<file path="src/rtl/div_sequencer_pkg.sv">
// Shared definitions for the RV32M divide sequencer: ALU opcode constants
// (also used by decode) and the controller state encoding.
package div_sequencer_pkg;

    localparam logic [4:0] ALU_DIV  = 5'b01100;
    localparam logic [4:0] ALU_DIVU = 5'b01101;
    localparam logic [4:0] ALU_REM  = 5'b01110;
    localparam logic [4:0] ALU_REMU = 5'b01111;

    typedef enum logic [2:0] {IDLE, PREP, ITER, FIX, DONE} state_t;

    // True for any of the four divide/remainder opcodes.
    function automatic logic is_div_op(input logic [4:0] op);
        return (op == ALU_DIV) || (op == ALU_DIVU) || (op == ALU_REM) || (op == ALU_REMU);
    endfunction

    // True for the signed variants (DIV, REM).
    function automatic logic is_signed_op(input logic [4:0] op);
        return (op == ALU_DIV) || (op == ALU_REM);
    endfunction

    // True for the remainder variants (REM, REMU).
    function automatic logic is_rem_op(input logic [4:0] op);
        return (op == ALU_REM) || (op == ALU_REMU);
    endfunction

endpackage

</file>
<file path="src/rtl/div_sequencer_restoring_step.sv">
// One iteration of a restoring divider: shift the next dividend bit into the
// partial remainder, trial-subtract the divisor, keep the difference when it
// does not go negative and report that as the quotient bit.
module div_restoring_step #(
    parameter int XLEN = 32
) (
    input  logic [XLEN-1:0] rem_in,
    input  logic            msb_in,
    input  logic [XLEN-1:0] divisor,
    output logic [XLEN-1:0] rem_out,
    output logic            q_bit
);
    // XLEN+1 bits so the borrow of the trial subtract is visible.
    logic [XLEN:0] shifted;
    logic [XLEN:0] diff;

    assign shifted = {rem_in, msb_in};
    assign diff    = shifted - {1'b0, divisor};
    assign q_bit   = ~diff[XLEN];
    assign rem_out = q_bit ? diff[XLEN-1:0] : shifted[XLEN-1:0];

endmodule

</file>
<file path="src/rtl/div_sequencer.sv">
// Multi-cycle RV32M divide/remainder controller sitting beside the EX ALU.
// Runs sign prep, XLEN restoring iterations, sign fix-up, then a one-cycle
// result pulse while holding STALL. Optional macro RESULT_CACHE_EN keeps the
// last completed operation so a matching DIV/REM pair skips the iterations.
module div_sequencer
    import div_sequencer_pkg::*;
#(
    parameter int XLEN  = 32,
    parameter int CNT_W = 6
) (
    input  logic            CLK,
    input  logic            RESET,
    input  logic            START,
    input  logic [4:0]      ALU_OPCODE,
    input  logic [XLEN-1:0] OPERAND1,
    input  logic [XLEN-1:0] OPERAND2,
    input  logic            FLUSH,
    output logic            STALL,
    output logic            BUSY,
    output logic            RESULT_VALID,
    output logic [XLEN-1:0] RESULT
);
    localparam logic [XLEN-1:0] MIN_NEG = {1'b1, {(XLEN-1){1'b0}}};

    state_t           state, state_nxt;
    logic [XLEN-1:0]  op_a, op_b, divisor, quot, rem;
    logic             is_signed, want_rem, q_neg, r_neg;
    logic [CNT_W-1:0] cnt;
    logic             accept, special, cache_hit, step_q;
    logic [XLEN-1:0]  abs_a, abs_b, q_fix, r_fix, step_rem;

    assign accept  = START && is_div_op(ALU_OPCODE) && !FLUSH;
    assign abs_a   = (is_signed && op_a[XLEN-1]) ? -op_a : op_a;
    assign abs_b   = (is_signed && op_b[XLEN-1]) ? -op_b : op_b;
    assign special = (op_b == '0) || (is_signed && op_a == MIN_NEG && op_b == '1);
    assign q_fix   = q_neg ? -quot : quot;
    assign r_fix   = r_neg ? -rem  : rem;

    div_restoring_step #(.XLEN(XLEN)) u_step (
        .rem_in  (rem),
        .msb_in  (quot[XLEN-1]),
        .divisor (divisor),
        .rem_out (step_rem),
        .q_bit   (step_q)
    );

    // State register.
    always_ff @(posedge CLK or negedge RESET) begin
        if (!RESET) state <= IDLE;
        else        state <= state_nxt;
    end

    // Next-state and handshake outputs; FLUSH always wins back to IDLE.
    always_comb begin
        state_nxt    = state;
        STALL        = 1'b0;
        BUSY         = (state != IDLE);
        RESULT_VALID = (state == DONE);
        unique case (state)
            IDLE: begin
                STALL = START && is_div_op(ALU_OPCODE);
                if (accept) state_nxt = PREP;
            end
            PREP: begin
                STALL = 1'b1;
                if (cache_hit)    state_nxt = DONE;
                else if (special) state_nxt = FIX;
                else              state_nxt = ITER;
            end
            ITER: begin
                STALL = 1'b1;
                if (cnt == '0) state_nxt = FIX;
            end
            FIX:     begin STALL = 1'b1; state_nxt = DONE; end
            DONE:    state_nxt = IDLE;
            default: state_nxt = IDLE;
        endcase
        if (FLUSH) state_nxt = IDLE;
    end

    // Operand capture, sign prep / specials, and the shift-subtract loop.
    always_ff @(posedge CLK or negedge RESET) begin
        if (!RESET) begin
            op_a <= '0; op_b <= '0; divisor <= '0; quot <= '0; rem <= '0;
            is_signed <= 1'b0; want_rem <= 1'b0; q_neg <= 1'b0; r_neg <= 1'b0;
            cnt <= '0;
        end else begin
            unique case (state)
                IDLE: if (accept) begin
                    op_a      <= OPERAND1;
                    op_b      <= OPERAND2;
                    is_signed <= is_signed_op(ALU_OPCODE);
                    want_rem  <= is_rem_op(ALU_OPCODE);
                end
                PREP: begin
                    cnt <= CNT_W'(XLEN-1);
                    if (op_b == '0) begin
                        // Divide by zero: quotient all-ones, remainder is the dividend.
                        quot <= '1; rem <= op_a; q_neg <= 1'b0; r_neg <= 1'b0;
                    end else if (special) begin
                        // Signed overflow: most-negative / -1.
                        quot <= MIN_NEG; rem <= '0; q_neg <= 1'b0; r_neg <= 1'b0;
                    end else begin
                        quot    <= abs_a;
                        rem     <= '0;
                        divisor <= abs_b;
                        q_neg   <= is_signed && (op_a[XLEN-1] ^ op_b[XLEN-1]);
                        r_neg   <= is_signed && op_a[XLEN-1];
                    end
                end
                ITER: begin
                    quot <= {quot[XLEN-2:0], step_q};
                    rem  <= step_rem;
                    if (cnt != '0) cnt <= cnt - 1'b1;
                end
                default: ;
            endcase
        end
    end

`ifdef RESULT_CACHE_EN
    logic            c_valid, c_signed;
    logic [XLEN-1:0] c_a, c_b, c_q, c_r;

    assign cache_hit = c_valid && (c_a == op_a) && (c_b == op_b) && (c_signed == is_signed);

    // Remember both results of the last op that reached FIX unflushed.
    always_ff @(posedge CLK or negedge RESET) begin
        if (!RESET) begin
            c_valid <= 1'b0; c_signed <= 1'b0;
            c_a <= '0; c_b <= '0; c_q <= '0; c_r <= '0;
        end else if (state == FIX && !FLUSH) begin
            c_valid <= 1'b1; c_signed <= is_signed;
            c_a <= op_a; c_b <= op_b; c_q <= q_fix; c_r <= r_fix;
        end
    end
`else
    assign cache_hit = 1'b0;
`endif

    // RESULT only changes on the edge into DONE and holds until the next one.
    always_ff @(posedge CLK or negedge RESET) begin
        if (!RESET) begin
            RESULT <= '0;
        end else if (!FLUSH) begin
            if (state == FIX) RESULT <= want_rem ? r_fix : q_fix;
`ifdef RESULT_CACHE_EN
            else if (state == PREP && cache_hit) RESULT <= want_rem ? c_r : c_q;
`endif
        end
    end

endmodule
</file>
<file path="config.mk">
export PLATFORM = sky130hd
export DESIGN_NAME = div_sequencer
export DESIGN_NICKNAME = d
export VERILOG_FILES = /design/src/rtl/div_sequencer_pkg.sv /design/src/rtl/div_sequencer_restoring_step.sv /design/src/rtl/div_sequencer.sv
export SDC_FILE = /design/constraint.sdc
export NUM_CORES = 1
export LEC_CHECK = 0
export ABC_CLOCK_PERIOD_IN_PS = 3600
export BUFFER_PORTS_ARGS = -buffer_cell sky130_fd_sc_hd__buf_2
export CAP_MARGIN = 20
export CORE_MARGIN = 2
export CORE_UTILIZATION = 52
export CTS_CLUSTER_SIZE = 16
export DETAILED_ROUTE_END_ITERATION = 12
export PLACE_DENSITY_LB_ADDON = 0.2
export SLEW_MARGIN = 20
export SYNTH_ARGS = -nofsm -noshare
export SYNTH_HDL_FRONTEND = slang
export SYNTH_HIERARCHICAL = 1
export SYNTH_SLANG_ARGS = --single-unit
</file>
<file path="constraint.sdc">
create_clock -name CLK -period 3.6 [get_ports CLK]
set_input_delay 0 -clock CLK [delete_from_list [all_inputs] [get_ports CLK]]
set_output_delay 0 -clock CLK [all_outputs]
set_load 0.01 [all_outputs]
</file>
---- Word-level counts from Yosys, hierarchy flattened ----
Cells that the tools add are included.
storage, ports and cells
  register bits after elaboration ......... 205
  bits of input ports ..................... 73
  output and inout port bits .............. 35
cells by class
  add/sub/neg operators ................... 6
  equality and inequality tests ........... 13
  multiplexer cells ....................... 23
  bitwise logic cells ..................... 5
  reduce and logical (&&, ||, !) cells .... 26
operators with widths
  operator                count
  $mux W32                9
  $neg A32 Y32            4
  $pmux W32 S2            2
  $eq A32 B32 Y1 const B  2
  $sub A33 B32 Y33        1
  $logic_not A32 Y1       1
  $eq A5 B4 Y1 const B    4
  $pmux W3 S4             1
  $pmux W6 S2             1
  $mux W3                 3
  $reduce_and A2 Y1       4
  $logic_and A1 B1 Y1     7
  $eq A3 B2 Y1 const B    2
  $logic_not A6 Y1        1
  $logic_or A1 B1 Y1      6
  $mux W6                 1
  $ne A3 B3 Y1 const B    2
  $reduce_bool A6 Y1      1
  $sub A6 B1 Y6 const B   1
  $mux W1                 5
  $not A1 Y1              4
  $eq A3 B1 Y1 const B    1
  $eq A3 B3 Y1 const B    1
  $logic_not A3 Y1        1
  other kinds (8)         8

---- Depth between registers and ports, before layout ----
Gate-level depths: netlist (run 1).
  depth in word-level cells ............... 9
  depth in mapped cells ................... 17

---- By module ----
Netlist (run 1), hierarchy kept.
by module, submodules not included
  module              instances  cells each  area an instance (µm²)
  div_sequencer       1          1,131       11,392.2
  div_restoring_step  1          306         2,351.0

---- Worst setup path after synthesis (run 1) ----
No wires, ideal clock.
  path kind ............................... register -> register
  start ................................... register quot[31]
  end ..................................... register rem[13]
  setup time .............................. 0.133 ns
  arrival time ............................ 3.251 ns
  slack ................................... 0.215 ns
  cell stages (with the launch flop) ...... 18
  path buffers ............................ 2
  cells stage by stage .................... dfrtp_1 -> inv_1 -> ha_1 -> fa_1 -> and2b_1 -> o2111ai_2 -> a21oi_2 -> o2111ai_1 -> a211oi_2 -> nor2_4 -> mux2i_4 -> and2_4 -> buf_12 -> inv_8 -> buf_12 -> mux2_4 -> nand2_1 -> o21ai_0
between the ends
  cells in the longest elaborated chain, start to end .. 3
RTL lines
  what                      RTL line                            RTL
  start: declaration        div_sequencer.sv:26                 logic [XLEN-1:0] op_a, op_b, divisor, quot, rem;
  start signal: assignment  div_sequencer.sv:104                quot <= abs_a;
  start signal: assignment  div_sequencer.sv:112                quot <= {quot[XLEN-2:0], step_q};
  $sub A33 B32 Y33          div_sequencer_restoring_step.sv:18  assign diff = shifted - {1'b0, divisor};
  $mux W32                  div_sequencer_restoring_step.sv:20  assign rem_out = q_bit ? diff[XLEN-1:0] : shifted[XLEN-1:0];
  via step_rem[13]          div_sequencer.sv:30                 logic [XLEN-1:0] abs_a, abs_b, q_fix, r_fix, step_rem;
  $pmux W32 S2              div_sequencer.sv:88                 unique case (state)
  end signal: assignment    div_sequencer.sv:113                rem <= step_rem;
  end: declaration          div_sequencer.sv:26
The timed path passes the listed nets, and every way through them passes these cells.
A chain may end at the register's enable or synchronous reset.

---- Worst setup path after layout (run 1) ----
  start ................................... register divisor[0]
  end ..................................... register rem[3]
between the ends
  cells in the longest elaborated chain, start to end .. 3
RTL lines
  what                      RTL line                            RTL
  start: declaration        div_sequencer.sv:26
  start signal: assignment  div_sequencer.sv:106                divisor <= abs_b;
  $sub A33 B32 Y33          div_sequencer_restoring_step.sv:18
  $mux W32                  div_sequencer_restoring_step.sv:20
  via step_rem[3]           div_sequencer.sv:30
  $pmux W32 S2              div_sequencer.sv:88
The timed path passes the listed nets, and every way through them passes these cells.

==> reports/metrics.yaml, run 1 <==
ys_async_sr_fraction_pct: 100.0
yosysWarnings: 6
avgSynthCellArea_um2: 9.564
root_buffer: "clkbuf_16"
placed_area_um2: 14740
synth_adder_area_share_pct: 3.696
post_drt_via_cell_ratio: 6.148
clk_path_buf_depth: 3
grt-ovfl-total: 0
r2r_start: "divisor[0]$_DFFE_PN0P_"
synth_seq_cells: 205
wirelength_um: 41730
slowest_stage: "fa_1"
io_pins: 108
drt_iter0_drc: 1284
end_kind: "flop"
hold_violations: 0
synth-simple-area-share_pct: 14.41
whs_ns: 0.02893
crit_top_cell: "o2111ai_2"
first_pass_iters: 5
setup_tns_ns: 0
final_util_pct: 62.94
cp.buffers_inverters: 1
crit_required_ns: 4.01
synthCells: 1437
syn_nets: 1550
dpl.hpwl_um: 30450
cts_tree: "done"
startpoint: "divisor[0]$_DFFE_PN0P_"
path_clk_slew_ns: 0.06
drc: 0
cts.sink_count: 205
rows: 59
crit_fanout: 12
io_buffers: 107
antenna_found_initial: 0
synth_top_family_by_area: "compound AO/OA/AOI/OAI gates"
synth_area_um2: 13740
period_minus_slack_ns: 3.408
fmax_ghz: 0.2934
hold_path_class: "in2async"
skew_ns: 0.02079
p_clk_share_pct: 17.0
n_fill_cell: 2178
maxSlewViolCount: 0
tightestPinTransition_ns: 0.9462
antenna_left: 0
grt_first_pass_wirelength_um: 65520
grt_max_degree: 91
cts_buffers: 25
status: "finished, final reports clean"
swShare_pct: 44.08
clkLatencyLatePin_ns: 0.55
period_share_pct: 94.67
track_usage_pct: 29.47
core_um2: 25980
pwr-share-seq_pct: 27.9
place.gp.congestion: 0.9524
synth_compound_area_share_pct: 19.52
synth_edf_count: 0
startpoint_type: "flop"
die_w_um: 166.6
cpLargestDelayFamily: "compound AO/OA/AOI/OAI gates"
wl_per_cell_um: 21.22
drive_above_1_share_pct: 21.84
internal-power_uw: 8928
nets: 1724
total_power_uw: 15970
syn_to_final_growth_pct: 19.00
grt_pass1_vias: 11780
slew_headroom_pct: 36.34
dr_total_vias: 12090
criticalPathCategory: "reg2reg"
ir_worst_vdd_mv: 0.5771
leakagePower_uw: 0.007191
design_area_um2: 16350
synth-seq-area-share_pct: 37.33
rsz0062_at_grt: "false"
maxCapViolCount: 0
synth.mux.area_fraction_pct: 11.70
switchingPower_uw: 7039
initial_core_util_pct: 52.89
crit_path_max_incr_delay_ns: 0.40
yosys.area_share.xor_xnor_pct: 8.731
die_area_um2: 27750
fp.dieH_um: 166.6
synth_ff_type: "dfrtp_1"
setup_viol: 0
synth_cell_types: 85
cts_htree_levels: 1
crit_chain: "ha_1 -> fa_1 -> and2b_1 -> o2111ai_2 -> a21oi_2 -> o2111ai_2 -> a211oi_2 -> nor2_4 -> mux2i_4 -> and2_4 -> inv_6 -> mux2_2 -> nand2_1 -> o21ai_0"
crit_arrival_ns: 3.81
power_density_nw_per_um2: 976.3
comb_power_share_pct: 55.1
[stage by stage]
stage,std cells,worst slack (ns)
3_3_place_gp,1847,0.1885
5_1_grt,1965,0.01004
4_1_cts,1962,0.05288
3_5_place_dp,1848,0.08979
6_report,1966,0.1918
2_1_floorplan,1437,0.2155
[repair_timing]
action	4_1_cts	5_1_grt
resized for setup	0	2
endpoints found under the setup margin	0	23
hold endpoints to repair	138	0
hold buffers	68	0
buffers inserted	0	1
[cell usage in the layout (no fill, tap or decap), types with 23 or more instances in the layout]
cell type        n
nor4_1          23
dlygate4sd3_1   68
o21ai_0        109
inv_1           50
ha_1            39
nand2_1        119
clkbuf_16       25
a22oi_1         52
nand3_1         27
o31ai_1         31
mux2_4          47
buf_2          106
nor2_1          70
dfrtp_1        205
a21oi_1         67
xor2_1          64
xnor2_1         73
nor3_1          31
buf_4           53
mux2_2          71
[power groups by stage]
stage / clock [uW] / combinational (uW) / sequential, uW
finish: 2720 / 8790 / 4450
global route: 2860 / 9540 / 4560
CTS: 2750 / 8520 / 4410
detailed placement: 0 / 8410 / 4440
global placement: 0 / 8250 / 4400
floorplan: 0 / 6670 / 3990
[cell type report]
cell class	count	area, um2	share of cell area, %
tap	335	419.2	2.563
inverter	52	207.7	1.270
timing repair inverter	1	8.758	0.05355
timing repair buffer	231	1683	10.29
clock buffer	36	726.9	4.445
antenna	1	2.502	0.01530
sequential	205	5130	31.37
multi-input combinational	1095	8009	48.97
clock inverter	10	167.7	1.025
[synthesized netlist by cell type (4+ instances only)]
master       n  share of area (%)
xor2_1      64                4.1
nand2b_1    10               0.46
nand4_1     18               0.82
mux2_4      47                5.1
nor3b_1      7               0.38
inv_1       50                1.4
o2111ai_1    5               0.32
nand3_1     27               0.98
or4_1       17               0.93
o21a_1       7               0.38
o21bai_1     4               0.22
or3_1       17               0.77
clkbuf_1    69                1.9
o41ai_1     18                1.1
buf_4        4               0.22
ha_1        39                3.6
and3_1      11               0.50
a22oi_1     52                2.8
buf_6        5               0.41
a221o_1     13               0.95
nor4_1      24                1.1
nand4b_1     6               0.38
nor3_1      31                1.1
dfrtp_1    205                 37
a211oi_1     4               0.22
a31oi_1     16               0.73
mux2i_1      8               0.58
or2_2        7               0.32
a32oi_1      4               0.25
a21o_1      16               0.87
o22ai_1      4               0.18
nor2_1      70                1.9
a21oi_1     67                2.4
and2_1       4               0.18
xnor2_1     73                4.7
o31ai_1     31                1.7
o21ai_0    109                4.0
o211ai_1    18               0.98
mux2_2      71                5.8
nand2_1    121                3.3
o221ai_1     6               0.38
[path summary, 6_finish.rpt]
| kind | slack, ns | endpoint | cells after the start |
|---|---|---|---|
| worst max-delay path | 0.19 | rem[3]$_DFFE_PN0P_ | 14 |
| worst min-delay path | 0.03 | op_a[17]$_DFFE_PN0P_ | 2 |
| worst max register to register | 0.19 | rem[3]$_DFFE_PN0P_ | 14 |
| worst min register to register | 0.47 | RESULT[14]$_DFFE_PN0P_ | 2 |
| max in group asynchronous | 2.74 | rem[0]$_DFFE_PN0P_ | 3 |
| min in group CLK | 0.12 | op_a[9]$_DFFE_PN0P_ | 4 |
[per-layer routing]
layer | wire (um) | track usage (%) | up-vias
li1 | - | - | 5681
met2 | 18990 | 47.00 | 483
met5 | 0 | 0 | -
met3 | 2671 | 4.278 | 101
met4 | 1771 | 11.28 | 0
met1 | 18290 | 40.82 | 5821
[registers in the layout (all words and copies together) (netlist names)]
signal     cells
rem           32
want_rem       1
q_neg          1
state          3
RESULT        32
op_a          32
is_signed      1
cnt            6
quot          32
divisor       32
op_b          32
r_neg          1
[cells by family after synthesis]
kind of cell / after synthesis
muxes: 127
xor gates and xnor gates: 137
adders and majority gates: 40
buffers and inverters: 138
AOI/OAI and AO/OA: 401
and+or+nand+nor: 389
DFF: 205
Note: power is estimated with default switching activity, not from simulation.
==> run 2: changes to the inputs <==
- CORE_UTILIZATION: 52 -> 56
==> reports/metrics.yaml, run 2 (synthesized netlist as in run 1, its figures left out) <==
post_drt_via_cell_ratio: 6.307
crit_fanout: 20
ir_worst_vdd_mv: 0.5824
final_cell_mix: "204 x dfrtp_1, 119 x nand2_1, 109 x o21ai_0"
period_minus_slack_ns: 3.382
maxSlewViolCount: 0
clkLatencyLatePin_ns: 0.55
startpoint_type: "flop"
die_w_um: 160.7
fp.dieH_um: 160.7
startpoint: "op_a[0]$_DFFE_PN0P_"
grt_max_degree: 95
leakagePower_uw: 0.007160
die_area_um2: 25810
period_share_pct: 93.94
crit_arrival_ns: 3.81
slowest_stage: "or4_1"
drt_iter0_drc: 1232
n_fill_cell: 1917
crit_path_max_incr_delay_ns: 0.63
final_common_cell: "dfrtp_1"
tightestPinTransition_ns: 0.9207
r2r_start: "op_a[0]$_DFFE_PN0P_"
skew_ns: 0.01921
cts_tree: "done"
cpLargestDelayFamily: "simple AND/OR/NAND/NOR gates"
slew_headroom_pct: 38.40
root_buffer: "clkbuf_16"
grt-ovfl-total: 0
track_usage_pct: 32.02
wl_per_cell_um: 21.20
ff2ff_setup_slack_ns: 0.22
power_density_nw_per_um2: 967.5
worst_slack_ns: 0.2180
reg2regPathDepth: 9
first_pass_iters: 5
dpl_worst_slack_ns: 0.05907
syn_to_final_growth_pct: 18.36
grt_pass1_vias: 11790
cts.sink_count: 205
rsz0062_at_grt: "false"
nets: 1726
whs_ns: 0.08875
clk_path_buf_depth: 3
hold_violations: 0
path_clk_slew_ns: 0.06
cts_buffers: 25
diodes: 0
core_um2: 24180
cts_htree_levels: 1
initial_core_util_pct: 56.84
cp.depth: 9
setup_tns_ns: 0
setup_viol: 0
seqCellArea_um2: 5131
dr_total_vias: 12320
cp.buffers_inverters: 2
grt_first_pass_wirelength_um: 65610
wirelength_um: 41420
place.gp.congestion: 0.9098
drc: 0
maxCapViolCount: 0
criticalPathCategory: "reg2reg"
fmax_ghz: 0.2957
end_kind: "flop"
crit_chain: "inv_1 -> ha_1 -> or4b_2 -> nand4b_1 -> or4_1 -> o31ai_4 -> nor2_4 -> buf_12 -> mux2_4"
hold_path_class: "in2async"
rows: 57
io_pins: 108
status: "finished, final reports clean"
io_buffers: 107
multi_input_area_um2: 8006
crit_required_ns: 4.03
dpl.hpwl_um: 29610
cp-endpoint: "divisor[16]$_DFFE_PN0P_"
antenna_left: 0
rr_endpoint: "divisor[16]$_DFFE_PN0P_"
antenna_found_initial: 0
drive_above_1_share_pct: 22.02
==> run 2: cell count changes in the layout (fill, tap and decap cells not counted), sizes merged <==
cell / change
clkinv: +2
diode: -1
bufinv: -2
buf: +3
inv: +1
and2: -1
clkbuf: -3
==> run 2: layout make-up <==
type | count | share of cell area [%]
multi-input cells | 1094 | 49.22
flip-flops and latches | 205 | 31.54
repair buffers | 234 | 10.41
clock buffers | 33 | 4.215
well taps | 324 | 2.492
inverters | 52 | 1.277
clock inverters | 11 | 0.7769
repair inverters | 1 | 0.06923
==> run 2: worst min path at each step <==
stage               depth (start not counted)               endpoint          start  slack [ns]
global route                                2    rem[18]$_DFFE_PN0P_          RESET        0.17
global placement                            1    rem[18]$_DFFE_PN0P_          RESET        0.11
finish                                      2    rem[18]$_DFFE_PN0P_          RESET        0.09
floorplan                                   0  RESULT[0]$_DFFE_PN0P_          RESET       -0.30
CTS                                         5   state[0]$_DFFE_PN0P_  ALU_OPCODE[4]        0.11
detailed placement                          1    rem[18]$_DFFE_PN0P_          RESET        0.12
==> run 2: what timing repair did <==
action                                  CTS  global route
endpoints found under the setup margin    0            23
resized for setup                         0             6
hold endpoints to repair                157             0
hold buffers                             68             0
setup buffers                             0             3
==> run 2: where the power goes <==
group	internal, uW	switching, uW	total [uW]	leakage [uW]
Clock	1490	1040	2520	0.000402
Combinational	4080	4690	8770	0.00413
Sequential	3170	1280	4450	0.00262
==> run 2: per-layer routing <==
layer	up-vias	share of wire, %	track usage (%)
met5	-	0	0
met4	0	4.0	11.88
met3	104	7.6	4.545
met2	575	46	50.74
met1	5962	43	44.96
li1	5682	-	-
==> run 2: metrics by stage <==
step	cell area, um2	utilization [%]	std cells	power, uW
CTS	16220	67.07	1950	15420
floorplan	13740	-	1437	10660
finish	16270	67.28	1954	15740
global route	16270	67.28	1954	16710
detailed placement	14720	60.90	1838	12790
global placement	14700	60.81	1837	12600
